[src/rtl/sockit_spi_pkg.sv]
// Shared definitions for the sockit SPI master: requester IDs, ID type and
// the command-path arbiter state encoding.
package sockit_spi_pkg;

   localparam int REQ_REG = 0;
   localparam int REQ_DMA = 1;
   localparam int REQ_XIP = 2;
   localparam int NR      = 3;

   typedef logic [$clog2(NR)-1:0] req_id_t;

   typedef enum logic {
      ARB_IDLE = 1'b0,
      ARB_LOCK = 1'b1
   } arb_st_t;

endpackage

[src/rtl/sockit_spi_arb_tag.sv]
// Tag FIFO: remembers which requester is owed each outstanding input word.
// Pointers carry one extra wrap bit so full and empty are distinguishable.
module sockit_spi_arb_tag
   import sockit_spi_pkg::*;
#(
   parameter int RQD = 4,
   parameter int IDW = $bits(req_id_t)
)(
   input  logic                  clk,
   input  logic                  rst,
   input  logic                  push,
   input  logic [IDW-1:0]        push_id,
   input  logic                  pop,
   output logic [IDW-1:0]        head,
   output logic                  full,
   output logic                  empty,
   output logic [$clog2(RQD):0]  cnt
);

   localparam int AW = $clog2(RQD);
   localparam logic [AW:0] FULL_CNT = (AW+1)'(RQD);
   localparam logic [AW:0] PTR_ONE  = (AW+1)'(1);

   logic [IDW-1:0] r_mem [RQD];
   logic [AW:0]    r_wp;
   logic [AW:0]    r_rp;
   logic [AW:0]    w_cnt;
   logic           w_push;
   logic           w_pop;

   assign w_cnt  = r_wp - r_rp;
   assign full   = (w_cnt == FULL_CNT);
   assign empty  = (r_wp == r_rp);
   assign cnt    = w_cnt;
   assign head   = r_mem[r_rp[AW-1:0]];
   assign w_push = push & ~full;
   assign w_pop  = pop & ~empty;

   always_ff @(posedge clk or negedge rst) begin
      if (!rst) begin
         r_wp <= '0;
         r_rp <= '0;
      end else begin
         if (w_push) r_wp <= r_wp + PTR_ONE;
         if (w_pop)  r_rp <= r_rp + PTR_ONE;
      end
   end

   always_ff @(posedge clk or negedge rst) begin
      if (!rst) begin
         for (int i = 0; i < RQD; i++) r_mem[i] <= '0;
      end else if (w_push) begin
         r_mem[r_wp[AW-1:0]] <= push_id;
      end
   end

endmodule

[src/rtl/sockit_spi_arb.sv]
// Arbiter sharing the serializer command/response path between REG, DMA and
// XIP; the output path is locked per transaction, responses follow the tags.
module sockit_spi_arb #(
   parameter int NR  = 3,
   parameter int CDW = 32,
   parameter int RQD = 4,
   parameter int RR  = 0
)(
   input  logic                  clk,
   input  logic                  rst,
   input  logic [NR-1:0]         req_msk,
   input  logic [NR-1:0]         req_vld,
   input  logic [NR*CDW-1:0]     req_dat,
   input  logic [NR-1:0]         req_lst,
   input  logic [NR-1:0]         req_rsp,
   output logic [NR-1:0]         req_rdy,
   output logic [NR-1:0]         rsp_vld,
   output logic [CDW-1:0]        rsp_dat,
   input  logic [NR-1:0]         rsp_rdy,
   output logic                  qo_vld,
   output logic [CDW-1:0]        qo_dat,
   output logic                  qo_lst,
   output logic                  qo_rsp,
   input  logic                  qo_rdy,
   input  logic                  qi_vld,
   input  logic [CDW-1:0]        qi_dat,
   output logic                  qi_rdy,
   output logic [NR-1:0]         gnt,
   output logic [$clog2(RQD):0]  tag_cnt,
   output logic                  err
);

   import sockit_spi_pkg::*;

   localparam int IDW = (NR > 1) ? $clog2(NR) : 1;

   arb_st_t        r_st, w_st_nxt;
   logic [NR-1:0]  r_gnt, w_gnt_nxt;
   logic [IDW-1:0] r_own, w_own_nxt;
   logic           r_err;

   logic [NR-1:0]  w_cand;
   logic [IDW-1:0] w_win;
   logic           w_found;
   logic [NR-1:0]  w_sel;
   logic [NR-1:0]  w_hsel;
   logic [CDW-1:0] w_own_dat;
   logic           w_own_vld, w_own_lst, w_own_rsp;
   logic           w_ok, w_xfer, w_push, w_pop;
   logic [IDW-1:0] w_tag_head;
   logic           w_tag_full, w_tag_empty;

   assign w_cand = req_vld & req_msk;

   // RR=1 searches indices above the last owner first, then wraps from 0
   always_comb begin
      w_win   = '0;
      w_found = 1'b0;
      if (RR == 0) begin
         for (int r = 0; r < NR; r++) begin
            w_win = w_cand[r] ? IDW'(r) : w_win;
         end
      end else begin
         for (int r = 0; r < NR; r++) begin
            if (!w_found && w_cand[r] && (IDW'(r) > r_own)) begin
               w_win   = IDW'(r);
               w_found = 1'b1;
            end else begin
               w_found = w_found;
            end
         end
         for (int r = 0; r < NR; r++) begin
            if (!w_found && w_cand[r]) begin
               w_win   = IDW'(r);
               w_found = 1'b1;
            end else begin
               w_found = w_found;
            end
         end
      end
   end

   always_comb begin
      w_st_nxt  = r_st;
      w_gnt_nxt = r_gnt;
      w_own_nxt = r_own;
      case (r_st)
         ARB_IDLE: begin
            if (|w_cand) begin
               w_st_nxt  = ARB_LOCK;
               w_own_nxt = w_win;
               for (int r = 0; r < NR; r++) w_gnt_nxt[r] = (w_win == IDW'(r));
            end else begin
               w_gnt_nxt = '0;
            end
         end
         ARB_LOCK: begin
            if (w_xfer && w_own_lst) begin
               w_st_nxt  = ARB_IDLE;
               w_gnt_nxt = '0;
            end else begin
               w_st_nxt  = ARB_LOCK;
            end
         end
         default: begin
            w_st_nxt  = ARB_IDLE;
            w_gnt_nxt = '0;
         end
      endcase
   end

   // owner select for the command mux, head-tag select for the response demux
   always_comb begin
      w_sel     = '0;
      w_hsel    = '0;
      w_own_dat = '0;
      for (int r = 0; r < NR; r++) begin
         w_sel[r]  = (r_st == ARB_LOCK) && (r_own == IDW'(r));
         w_hsel[r] = !w_tag_empty && (w_tag_head == IDW'(r));
         w_own_dat = w_own_dat | (req_dat[r*CDW +: CDW] & {CDW{w_sel[r]}});
      end
   end

   assign w_own_vld = |(req_vld & w_sel);
   assign w_own_lst = |(req_lst & w_sel);
   assign w_own_rsp = |(req_rsp & w_sel);
   // a response beat may not leave unless a tag slot is free
   assign w_ok      = ~w_own_rsp | ~w_tag_full;
   assign w_xfer    = qo_vld & qo_rdy;
   assign w_push    = w_xfer & w_own_rsp;

   assign qo_vld  = w_own_vld & w_ok;
   assign qo_dat  = w_own_dat;
   assign qo_lst  = w_own_lst;
   assign qo_rsp  = w_own_rsp;
   assign req_rdy = w_sel & {NR{qo_rdy & w_ok}};

   // with no tag outstanding the word is swallowed and flagged
   assign rsp_vld = w_hsel & {NR{qi_vld}};
   assign rsp_dat = qi_dat;
   assign qi_rdy  = w_tag_empty ? qi_vld : |(rsp_rdy & w_hsel);
   assign w_pop   = qi_vld & qi_rdy & ~w_tag_empty;

   assign gnt = r_gnt;
   assign err = r_err;

   // arbitration state, last owner and sticky error flag
   always_ff @(posedge clk or negedge rst) begin
      if (!rst) begin
         r_st  <= ARB_IDLE;
         r_gnt <= '0;
         r_own <= '0;
         r_err <= 1'b0;
      end else begin
         r_st  <= w_st_nxt;
         r_gnt <= w_gnt_nxt;
         r_own <= w_own_nxt;
         r_err <= r_err | (qi_vld & w_tag_empty);
      end
   end

   sockit_spi_arb_tag #(
      .RQD (RQD),
      .IDW (IDW)
   ) u_tag (
      .clk     (clk),
      .rst     (rst),
      .push    (w_push),
      .push_id (r_own),
      .pop     (w_pop),
      .head    (w_tag_head),
      .full    (w_tag_full),
      .empty   (w_tag_empty),
      .cnt     (tag_cnt)
   );

endmodule

[config.mk]
export PLATFORM = sky130hd
export DESIGN_NAME = sockit_spi_arb
export DESIGN_NICKNAME = d
export VERILOG_FILES = /design/src/rtl/sockit_spi_pkg.sv /design/src/rtl/sockit_spi_arb_tag.sv /design/src/rtl/sockit_spi_arb.sv
export SDC_FILE = /design/constraint.sdc
export NUM_CORES = 1
export LEC_CHECK = 0
export ABC_AREA = 1
export BUFFER_PORTS_ARGS = -buffer_cell sky130_fd_sc_hd__buf_2
export CORE_AREA = 2 2 88 90
export CTS_CLUSTER_SIZE = 24
export DETAILED_ROUTE_END_ITERATION = 16
export DIE_AREA = 0 0 90 92
export PLACE_DENSITY = 0.72
export SETUP_SLACK_MARGIN = 0.5
export SLEW_MARGIN = 20
export SYNTH_ARGS = -nofsm -noshare
export SYNTH_HDL_FRONTEND = slang
export SYNTH_SLANG_ARGS = --single-unit
[constraint.sdc]
create_clock -name clk -period 5.4 [get_ports clk]
set_input_delay 0.54 -clock clk [delete_from_list [all_inputs] [get_ports clk]]
set_output_delay 0.54 -clock clk [all_outputs]
set_load 0.03 [all_outputs]
* Yosys cells after proc, flatten, opt, wreduce, memory -nomap -nowiden
Cells that the tools add are included.
Word-level totals: output and inout bits 81, bits in registers 21
Cells by class: bitwise gates (word level) 29, $add $sub $neg 3, mux-type cells 15, reductions and logical operators 18, equality and inequality tests 9, magnitude comparators 3
Operator list (count):
- bitwise AND 32 bit | 3
- bitwise OR 32 bit | 2
- bitwise AND 3 bit | 7
- OR reduction 3 bit | 5
- bitwise AND 1 bit | 9
- bitwise mux 8 bit | 1
- logical AND 1 bit | 8
- two-way mux 2 bit | 4
- adder 3 x 1 -> 3 bit (second input constant) | 2
- equality test 2 x 1 -> 1 bit (second input constant) | 3
- equality test 2 bit (second input constant) | 3
- >= comparator 3 bit (second input constant) | 2
- logical NOT 2 bit | 3
- two-way mux 3 bit | 2
- inverter 2 -> 3 bit | 2
- case mux 3 bit (2 select lines) | 1
- binary-select mux 2 bit (select 2 bit) | 1
- demux 2 bit (select 2 bit) | 1
- two-way mux 1 bit | 4
- inverter 1 bit | 4
- equality test 3 bit | 1
- equality test 3 bit (second input constant) | 1
- less-than comparator 3 x 1 -> 1 bit (second input constant) | 1
- subtractor 3 bit | 1
- other kinds (5) | 6

* Logic depth before layout (Yosys ltp)
Gate-level depths: netlist of the first run.
depth after elaboration 12, mapped depth 11

* Cells and area by module
Synthesis of the first run repeated with hierarchy kept, for this count alone.
Second synthesis, totals: cells, all modules 350, area, all modules 2282.2 um^2
By module, submodules not included:
- sockit_spi_arb | cells each 248, instances 1, area each 1423.9 um^2
- sockit_spi_arb_tag | cells each 102, instances 1, area each 858.3 um^2

* Worst setup path before layout of the first run
No wires, ideal clock.
path type flip-flop to output port, from register u_tag.r_rp[0], to output req_rdy[0], path slack 2.297 ns, data arrival time 2.563 ns, cell stages (with the launch flop) 8, path through dfrtp_1 ha_1 fa_1 nand2_1 nand2_1 nand3_1 nand2_1 nor4_1
Between the ends: longest elaborated chain between the ends 6
Ends and longest elaborated chain:
- start, declared | RTL line sockit_spi_arb_tag.sv:26 | logic [AW:0] r_rp;
- start signal, assigned | RTL line sockit_spi_arb_tag.sv:45 | if (w_pop) r_rp <= r_rp + PTR_ONE;
- subtractor 3 bit | RTL line sockit_spi_arb_tag.sv:31 | assign w_cnt = r_wp - r_rp;
- named net tag_cnt[2] | RTL line sockit_spi_arb.sv:29 | output logic [$clog2(RQD):0] tag_cnt,
- equality test 3 bit | RTL line sockit_spi_arb_tag.sv:32 | assign full = (w_cnt == FULL_CNT);
- inverter 1 bit | RTL line sockit_spi_arb.sv:128 | assign w_ok = ~w_own_rsp | ~w_tag_full;
- bitwise OR 1 bit | RTL line sockit_spi_arb.sv:128
- bitwise AND 1 bit | RTL line sockit_spi_arb.sv:136 | assign req_rdy = w_sel & {NR{qo_rdy & w_ok}};
- bitwise AND 3 bit | RTL line sockit_spi_arb.sv:136
- end, declared | RTL line sockit_spi_arb.sv:16 | output logic [NR-1:0] req_rdy,
The timed path passes the listed nets, and every way through them passes these cells.

* Worst setup path after layout of the first run
from register u_tag.r_rp[0], to output req_rdy[0]
Between the ends: longest elaborated chain between the ends 6
Ends and longest elaborated chain (RTL line):
- subtractor 3 bit | sockit_spi_arb_tag.sv:31
- equality test 3 bit | sockit_spi_arb_tag.sv:32
- inverter 1 bit | sockit_spi_arb.sv:128
- bitwise OR 1 bit | sockit_spi_arb.sv:128
- bitwise AND 1 bit | sockit_spi_arb.sv:136
- bitwise AND 3 bit | sockit_spi_arb.sv:136
No other way between the ends.

==> results of run 1 <==
-- registers in the layout, summed over array words and instances, names as in the netlist --
register and cells:
u_tag.r_rp 3, u_tag.r_wp 3, r_st 1, err 1, u_tag.r_mem 8, r_own 2
gnt 3
-- worst max path at each step --
| stage | startpoint | end | slack (ps) | cells past startpoint |
|---|---|---|---|---|
| after floorplan | u_tag.r_rp[0]$_DFFE_PN0P_ | req_rdy[0] | 2300 | 7 |
| after global placement | u_tag.r_rp[0]$_DFFE_PN0P_ | req_rdy[0] | 2470 | 8 |
| after detailed placement | u_tag.r_rp[0]$_DFFE_PN0P_ | req_rdy[0] | 2570 | 8 |
| after CTS | u_tag.r_rp[0]$_DFFE_PN0P_ | req_rdy[0] | 2250 | 8 |
| after global routing | u_tag.r_rp[0]$_DFFE_PN0P_ | req_rdy[0] | 2140 | 8 |
| final | u_tag.r_rp[0]$_DFFE_PN0P_ | req_rdy[0] | 2280 | 8 |
-- cell usage after synthesis --
cell type  count
nor3_1         2
nand3_1       49
nor2_1         6
nand3_2        3
buf_6          2
a21oi_1        1
o21bai_1       2
buf_4         34
xor2_1         2
o21ai_1        6
inv_1         19
nor4_1         2
clkbuf_1       7
o21ai_0        2
nand4_2        1
nand4_1        8
nor3_2         2
dfrtp_1       21
nand3b_1       1
and2_1         1
fa_1           1
nor2_2         1
inv_2          4
ha_1           7
nand2_1      165
buf_2          2
nor2_4         1
nand4_4        1
-- metal layers --
metal,part of all wire,GRT usage
met1,0.41,0.2059
met2,0.50,0.3183
met3,0.082,0.05998
met4,0.0072,0.03333
met5,0,0
-- cell type report --
class / count / area (µm²)
clock buffer: 3 / 41.29
clock inverter: 1 / 7.507
fill: 844 / 4541
inverter: 23 / 86.33
multi-input combinational: 264 / 1272
sequential: 21 / 525.5
tap: 102 / 127.6
timing repair buffer: 165 / 845.8
-- kinds of logic (layout without fill, tap and decap cells) --
| group | Yosys count | after routing | synth area share |
|---|---|---|---|
| flops | 21 | 21 | 0.2404 |
| compound gates | 11 | 11 | 0.02747 |
| fa+ha+maj | 8 | 8 | 0.04923 |
| xor+xnor | 2 | 2 | 0.008015 |
| buf+inv | 68 | 192 | 0.1832 |
| simple gates | 243 | 243 | 0.4917 |
-- power breakdown --
part           total (mW)  switching [mW]  leakage, nW  internal (mW)
Clock               0.111          0.0591       0.0217         0.0523
Combinational        1.51            1.07         1.45          0.443
Sequential          0.310          0.0881        0.265          0.222
-- placed cells by master (no fill, tap or decap), drive strengths merged --
master / n
nand4: 10
fa: 1
inv: 23
and2: 1
nor2: 8
o21ai: 8
buf: 165
nand2: 165
nand3b: 1
o21bai: 2
dfrtp: 21
nand3: 52
clkinvlp: 1
xor2: 2
nor3: 4
ha: 7
a21oi: 1
clkbuf: 3
nor4: 2
-- critical path, stage by stage, from the launching register on --
cell and delay, ps:
dfrtp_1 480, ha_1 260, fa_1 430, nand2_1 80, nand2_1 100, nand3_1 200
nand2_1 110, nor4_1 350, buf_2 300
-- through the flow --
| stage | hold WS (ps) | total power [mW] |
|---|---|---|
| 2_1_floorplan | 244.4 | 1.439 |
| 3_3_place_gp | 457.7 | 1.785 |
| 3_5_place_dp | 460.9 | 1.810 |
| 4_1_cts | 236.1 | 1.927 |
| 5_1_grt | 252.4 | 2.098 |
| 6_report | 217.9 | 1.934 |
==> results_dict.tcl, run 1 <==
set metrics [dict create \
    path_max_fanout 8 \
    ff2ff_path_depth 10 \
    fin_skew_ps 8.745 \
    worstHoldPathType "input port to asynchronous set/reset pin" \
    setup_viol 0 \
    place_area_um2 2828 \
    area_growth_pct 32.97 \
    synth_area_leaders "nand2_1, dfrtp_1, buf_4" \
    vias 2642 \
    grt_setup_unrepaired "no" \
    insertion_delay_ps 270 \
    hold_violations 0 \
    critPathRequiredTime_ps 4860 \
    critical_path_arrival_ps 2580 \
    vias_per_cell 4.563 \
    yosysTopAreaCell "nand2_1" \
    cp-end-kind "output port" \
    pin_count 228 \
    fp.dieW_um 90 \
    slew_violations 0 \
    drt_iter0_drc 123 \
    critPathKind "register to output port" \
    htreeDepth 1 \
    grt_pass1_vias 2537 \
    hpwl_um 6253 \
    num_antenna_cells 0 \
    grt_pass1_wl_um 11970 \
    cap_violations 0 \
    critPathLaunchType "register" \
    fp-row-count 32 \
    cts.sinks 21 \
    gp_congestion 0.8451 \
    preCtsSetupSlack_ps 2570 \
    ys_warn_count 0 \
    overflow 0 \
    r2r_slack_ps 3220 \
    setup_tns_ps 0 \
    power_density_nw_per_um2 665.4 \
    fin_ws_ps 2279 \
    initial_core_util 0.2935 \
    fin_crit_sh 0.5780 \
    antenna_found_initial 0 \
    reg2reg_from "u_tag.r_rp[0]$_DFFE_PN0P_" \
    drcViolationCount 0 \
    synth_cells 353 \
    dp.cells 573 \
    wl_per_cell_um 12.77 \
    die-area_um2 8280 \
    cts-root-buf "clkbuf_8" \
    numPortBuffers 163 \
    ys_seq_elements 21 \
    cts_resized 0 \
    cellLeakagePower_nw 1.740 \
    status "complete, no violations" \
    synth_top_area_share 0.2833 \
    timing.rr.end "u_tag.r_mem[1]$_DFFE_PN0P_" \
    netlist_area_um2 2186 \
    grt_max_degree 34 \
    synth_nets 508 \
    totalWireLength_um 7395 \
    postLayoutCoreUtil 0.3903 \
    maxSlewHeadroom 0.6494 \
    worst_pin_slew_ps 525.2 \
    synth.distinct_cells 28 \
    dr.pass1.iters 4 \
    syn_area_per_cell_um2 6.192 \
    die_h_um 92 \
    numCtsBuffers 3 \
    drive_gt1_frac 0.3816 \
    hold_buffers 0 \
    coreArea_um2 7447 \
    yosysSeqAreaShare 0.2404 \
    period_minus_slack_ps 3121 \
    layout.cells.non_filler 579 \
    final_nets 633 \
    drtAntennaViolNets 0 \
    post_cts_buffers 0 \
    clock_path_buffers 2 \
    fmax_mhz 320.4 \
    clk_pin_slew_ps 90 \
    fin_area_um2 2907 \
    grtUsageTotal 0.1770 \
    peakVddDrop_mv 0.3633 \
    cts_tree "yes" \
]
Note: power is estimated with default switching activity, not from simulation.
==> run 2: changes to the inputs <==
--- a/config.mk
+++ b/config.mk
@@ -7,11 +7,11 @@
 export LEC_CHECK = 0
 export ABC_AREA = 1
 export BUFFER_PORTS_ARGS = -buffer_cell sky130_fd_sc_hd__buf_2
-export CORE_AREA = 2 2 88 90
+export CORE_AREA = 2 2 89 91
 export CTS_CLUSTER_SIZE = 24
 export DETAILED_ROUTE_END_ITERATION = 16
-export DIE_AREA = 0 0 90 92
-export PLACE_DENSITY = 0.72
+export DIE_AREA = 0 0 91 93
+export PLACE_DENSITY = 0.71
 export SETUP_SLACK_MARGIN = 0.5
 export SLEW_MARGIN = 20
 export SYNTH_ARGS = -nofsm -noshare
==> constraint.sdc (replaced) <==
create_clock -name clk -period 3 [get_ports clk]
set_input_delay 0.3 -clock clk [delete_from_list [all_inputs] [get_ports clk]]
set_output_delay 0.3 -clock clk [all_outputs]
set_load 0.03 [all_outputs]
==> results_dict.tcl, run 2 (synthesis gave the netlist of run 1 again) <==
set metrics [dict create \
    cts-root-buf "clkbuf_8" \
    cellLeakagePower_nw 1.758 \
    overflow 0 \
    vias_per_cell 4.588 \
    gp_congestion 0.8446 \
    grt_max_degree 34 \
    final_nets 637 \
    setup_viol 0 \
    drt_iter0_drc 63 \
    cts.sinks 21 \
    totalWireLength_um 7329 \
    drtAntennaViolNets 0 \
    critical_path_arrival_ps 2130 \
    whs_ps -6.794 \
    fp-row-count 32 \
    coreArea_um2 7527 \
    fin_crit_sh 0.8102 \
    num_antenna_cells 0 \
    area_growth_pct 35.72 \
    final_common_cell "nand2_1" \
    hold_buffers 0 \
    numCtsBuffers 3 \
    worstHoldPathType "input port to asynchronous set/reset pin" \
    drive_gt1_frac 0.4054 \
    hpwl_um 6244 \
    cts_tree "yes" \
    pin_count 228 \
    grtUsageTotal 0.1604 \
    wl_per_cell_um 12.57 \
    die_h_um 93 \
    fin_area_um2 2967 \
    fin_skew_ps 2.589 \
    largest_register_ffs 8 \
    peakVddDrop_mv 0.4659 \
    worst_pin_slew_ps 486.4 \
    insertion_delay_ps 260 \
    regMostFlops "u_tag.r_mem" \
    ff2ff_path_depth 8 \
    startpoint "u_tag.r_rp[0]$_DFFE_PN0P_" \
    drcViolationCount 0 \
    initial_core_util 0.2904 \
    htreeDepth 1 \
    critPathLaunchType "register" \
    cap_violations 0 \
    grt_pass1_wl_um 11010 \
    dp.cells 576 \
    slew_violations 0 \
    dr.pass1.iters 4 \
    period_minus_slack_ps 2430 \
    grt_setup_unrepaired "yes" \
    numPortBuffers 163 \
    mostFrequentLayoutCells "nand2_1, buf_2, nand3_1" \
    clk_pin_slew_ps 70 \
    fmax_mhz 411.4 \
    violations "hold timing" \
    power_density_nw_per_um2 1192 \
    layout.cells.non_filler 583 \
    maxSlewHeadroom 0.6758 \
    vias 2675 \
    status "finished, violations left" \
    grt_pass1_vias 2443 \
    clock_path_buffers 2 \
    die-area_um2 8463 \
    hold_violations 21 \
    fin_ws_ps 569.5 \
    setup_tns_ps 0 \
    antenna_found_initial 0 \
    path_max_fanout 6 \
    cp-end-kind "output port" \
    place_area_um2 2863 \
    fp.dieW_um 91 \
    reg2reg_from "r_st$_DFF_PN0_" \
    n_fill_cell 844 \
    preCtsSetupSlack_ps 741.4 \
    critPathRequiredTime_ps 2700 \
    critPathKind "register to output port" \
]
## run 2: cell types whose count changed in the layout (fill, tap and decap cells not counted), moves of 2 or more
cell,before,now
buf_4,0,8
dfrtp_1,21,18
dfrtp_2,0,3
buf_8,2,0
nor4_1,2,0
nand2_1,165,163
buf_2,163,161
## run 2: metrics by stage
stage               total power [mW]    util
global route                   3.838  0.3941
CTS                            3.503  0.3883
finish                         3.536  0.3941
detailed placement             3.294  0.3803
floorplan                      2.602       -
global placement               3.263  0.3803
## run 2: area by class of cell
type                    instances  area, µm²  area share
multi-input cells             264       1309      0.4412
repair buffers                169      865.8      0.2919
inverters                      23      88.84     0.02995
flip-flops and latches         21      529.3      0.1784
well taps                     102      127.6     0.04302
clock buffers                   3      41.29     0.01392
clock inverters                 1      5.005    0.001687
## run 2: worst max-delay path, stage by stage, from the launching register on
cell and delay [ps]:
dfrtp_2 440, ha_1 220, fa_1 450, nand2_1 80, inv_1 60, nand3_2 110, nand2_4 80, nor4_4 230
buf_4 210
## run 2: routing by layer
layer,share of wire,track usage,wire [µm]
met1,0.37,0.1779,2721
met2,0.47,0.2630,3426
met3,0.14,0.09589,1048
met4,0.018,0.03914,133
met5,0,0,0
## run 2: path summary, 6_finish.rpt
check	to	slack, ps
min in group clk	gnt[1]$_DFFE_PN0P_	330
min	u_tag.r_rp[2]$_DFFE_PN0P_	-7
max reg2reg	gnt[2]$_DFFE_PN0P_	920
max	req_rdy[1]	570
max in group asynchronous	r_own[1]$_DFFE_PN0P_	2650
min reg2reg	err$_DFF_PN0_	480
## run 2: power breakdown
part           switching, mW  internal, mW  leakage (nW)
Sequential             0.166         0.403         0.261
Clock                 0.0908        0.0925        0.0255
Combinational           1.94         0.841          1.47
Total                   2.20          1.34          1.76
## run 2: what timing repair did
item / in CTS / in global routing
endpoints found under the setup margin: 3 / 27
setup buffers: 0 / 3
resized for setup: 5 / 8
pin swaps: 0 / 2
==> run 3: changes to the inputs <==
--- a/config.mk
+++ b/config.mk
@@ -11,7 +11,7 @@
 export CTS_CLUSTER_SIZE = 24
 export DETAILED_ROUTE_END_ITERATION = 16
 export DIE_AREA = 0 0 91 93
-export PLACE_DENSITY = 0.71
+export PLACE_DENSITY = 0.74
 export SETUP_SLACK_MARGIN = 0.5
 export SLEW_MARGIN = 20
 export SYNTH_ARGS = -nofsm -noshare
==> constraint.sdc (replaced) <==
create_clock -name clk -period 2.2 [get_ports clk]
set_input_delay 0.22 -clock clk [delete_from_list [all_inputs] [get_ports clk]]
set_output_delay 0.22 -clock clk [all_outputs]
set_load 0.03 [all_outputs]
==> results_dict.tcl, run 3 (synthesis gave the netlist of run 1 again) <==
set metrics [dict create \
    status "finished, violations left" \
    violations "setup timing" \
    cts-root-buf "clkbuf_8" \
    grt_setup_unrepaired "yes" \
    cp-end-kind "output port" \
    ff2ff_path_depth 12 \
    critPathRequiredTime_ps 1980 \
    clk_pin_slew_ps 80 \
    dr.pass1.iters 4 \
    power_switching_mw 4.352 \
    multi_input_area_um2 2022 \
    initial_core_util 0.2904 \
    min_from "req_msk[2]" \
    vias 3146 \
    htreeDepth 1 \
    largest_register_ffs 8 \
    path_max_fanout 3 \
    timing.rr.end "u_tag.r_mem[7]$_DFFE_PN0P_" \
    area_growth_pct 116.0 \
    pin_count 228 \
    period_minus_slack_ps 2241 \
    drtAntennaViolNets 0 \
    p_clk_frac 0.030 \
    critPathLaunchType "register" \
    gp_congestion 0.8907 \
    grt_pass1_wl_um 16310 \
    slew_violations 0 \
    whs_ps 266.4 \
    die-area_um2 8463 \
    power_density_nw_per_um2 1802 \
    cellLeakagePower_nw 2.726 \
    p_int_mw 4.155 \
    cp_common_cell "inv_2" \
    maxSlewHeadroom 0.6681 \
    numPortBuffers 163 \
    critPathKind "register to output port" \
    vias_per_cell 4.923 \
    drive_gt1_frac 0.7039 \
    regMostFlops "u_tag.r_mem" \
    fin_crit_sh 1.019 \
    slowest_stage "fa_2" \
    p_comb_frac 0.889 \
    r2r_slack_ps 170 \
    min_to "gnt[2]$_DFFE_PN0P_" \
    antenna_found_initial 0 \
    n_fill_cell 630 \
    path_cells "inv_2, ha_4, fa_2, nand2_2, inv_2, nand3_4, nand2_4, nor4_4, buf_6" \
    numCtsBuffers 3 \
    peakVddDrop_mv 1.217 \
    postLayoutCoreUtil 0.6272 \
    final_nets 693 \
    final_common_cell "buf_2" \
    hold_depth 3 \
    dp.cells 580 \
    cts_tree "yes" \
    worst_pin_slew_ps 497.8 \
    ff_latch_area_um2 531.8 \
    seqPwrFrac 0.081 \
    fin_skew_ps 4.181 \
    power_mw 8.508 \
    fp.dieW_um 91 \
    cts.sinks 21 \
    setup_viol 2 \
    grtUsageTotal 0.2470 \
    overflow 0 \
    mostFrequentLayoutCells "buf_2, nand2_1, buf_6" \
    drcViolationCount 0 \
    fin_ws_ps -40.88 \
    die_h_um 93 \
    worstHoldPathType "input port to register" \
    cap_violations 0 \
    fmax_mhz 446.3 \
    grt_max_degree 22 \
    critical_path_arrival_ps 2020 \
    hpwl_um 6517 \
    worst_path_largest_cell_delay_ps 440 \
    totalWireLength_um 11110 \
    clock_path_buffers 2 \
    hold_violations 0 \
    insertion_delay_ps 260 \
    cpLargestDelayFamily "adder cells" \
    coreArea_um2 7527 \
    netSwitchingFraction 0.5116 \
    wl_per_cell_um 17.38 \
    grt_pass1_vias 3217 \
    num_antenna_cells 0 \
    fp-row-count 32 \
    path_buf_inv 3 \
    layout.cells.non_filler 639 \
    drt_iter0_drc 93 \
    reg2reg_from "u_tag.r_rp[0]$_DFFE_PN0P_" \
]
run 3: stage by stage:
step	instance area, µm²	setup TNS [ps]	setup WS [ps]
global route	4721	-195.7	-94.82
floorplan	2278	0	172.6
finish	4721	-50.12	-40.88
detailed placement	3010	0	50.18
global placement	3010	0	81.27
CTS	4553	-5.803	-5.743
run 3: area by class of cell:
cell class / count / share of cell area
timing repair buffer: 224 / 0.3984
clock buffer: 4 / 0.009541
inverter: 23 / 0.02253
sequential: 21 / 0.1126
timing repair inverter: 1 / 0.001590
tap: 102 / 0.02703
multi-input combinational: 264 / 0.4283
run 3: power by group through the flow:
stage	combinational, mW	sequential [mW]	clock [mW]
2_1_floorplan	2.97	0.729	0
3_3_place_gp	4.03	0.732	0
3_5_place_dp	4.09	0.743	0
4_1_cts	7.09	0.677	0.258
5_1_grt	7.97	0.711	0.276
6_report	7.56	0.691	0.255
run 3: tightest hold or removal path, delay by kind of cell:
family / cells / cell delay, ps
buf+inv: 1 / 100
simple gates: 2 / 170
run 3: what timing repair did:
item,CTS,global route
cloned,9,0
gates resized for setup,272,31
hold endpoints to repair,21,0
setup endpoints to repair,62,62
hold buffers,1,0
setup buffers,37,8
pin swaps,37,35
run 3: worst max path at each step:
stage                 endpoint  depth (start not counted)                      start  slack, ps
floorplan           req_rdy[0]                          8  u_tag.r_wp[0]$_DFFE_PN0P_        170
global placement    req_rdy[0]                          9  u_tag.r_wp[0]$_DFFE_PN0P_         80
detailed placement  req_rdy[0]                          9  u_tag.r_wp[0]$_DFFE_PN0P_         50
CTS                 req_rdy[0]                          9  u_tag.r_wp[0]$_DFFE_PN0P_         -6
global route        req_rdy[1]                          9  u_tag.r_wp[0]$_DFFE_PN0P_        -90
finish              req_rdy[1]                          9  u_tag.r_wp[0]$_DFFE_PN0P_        -40
run 3: layer usage:
layer  vias to the layer above  track usage  wire (µm)
li1                       1469            -          -
met1                      1494       0.2906       4170
met2                       159       0.4352       5722
met3                        24      0.05641        855
met4                         0      0.09975        357
met5                         -            0          0
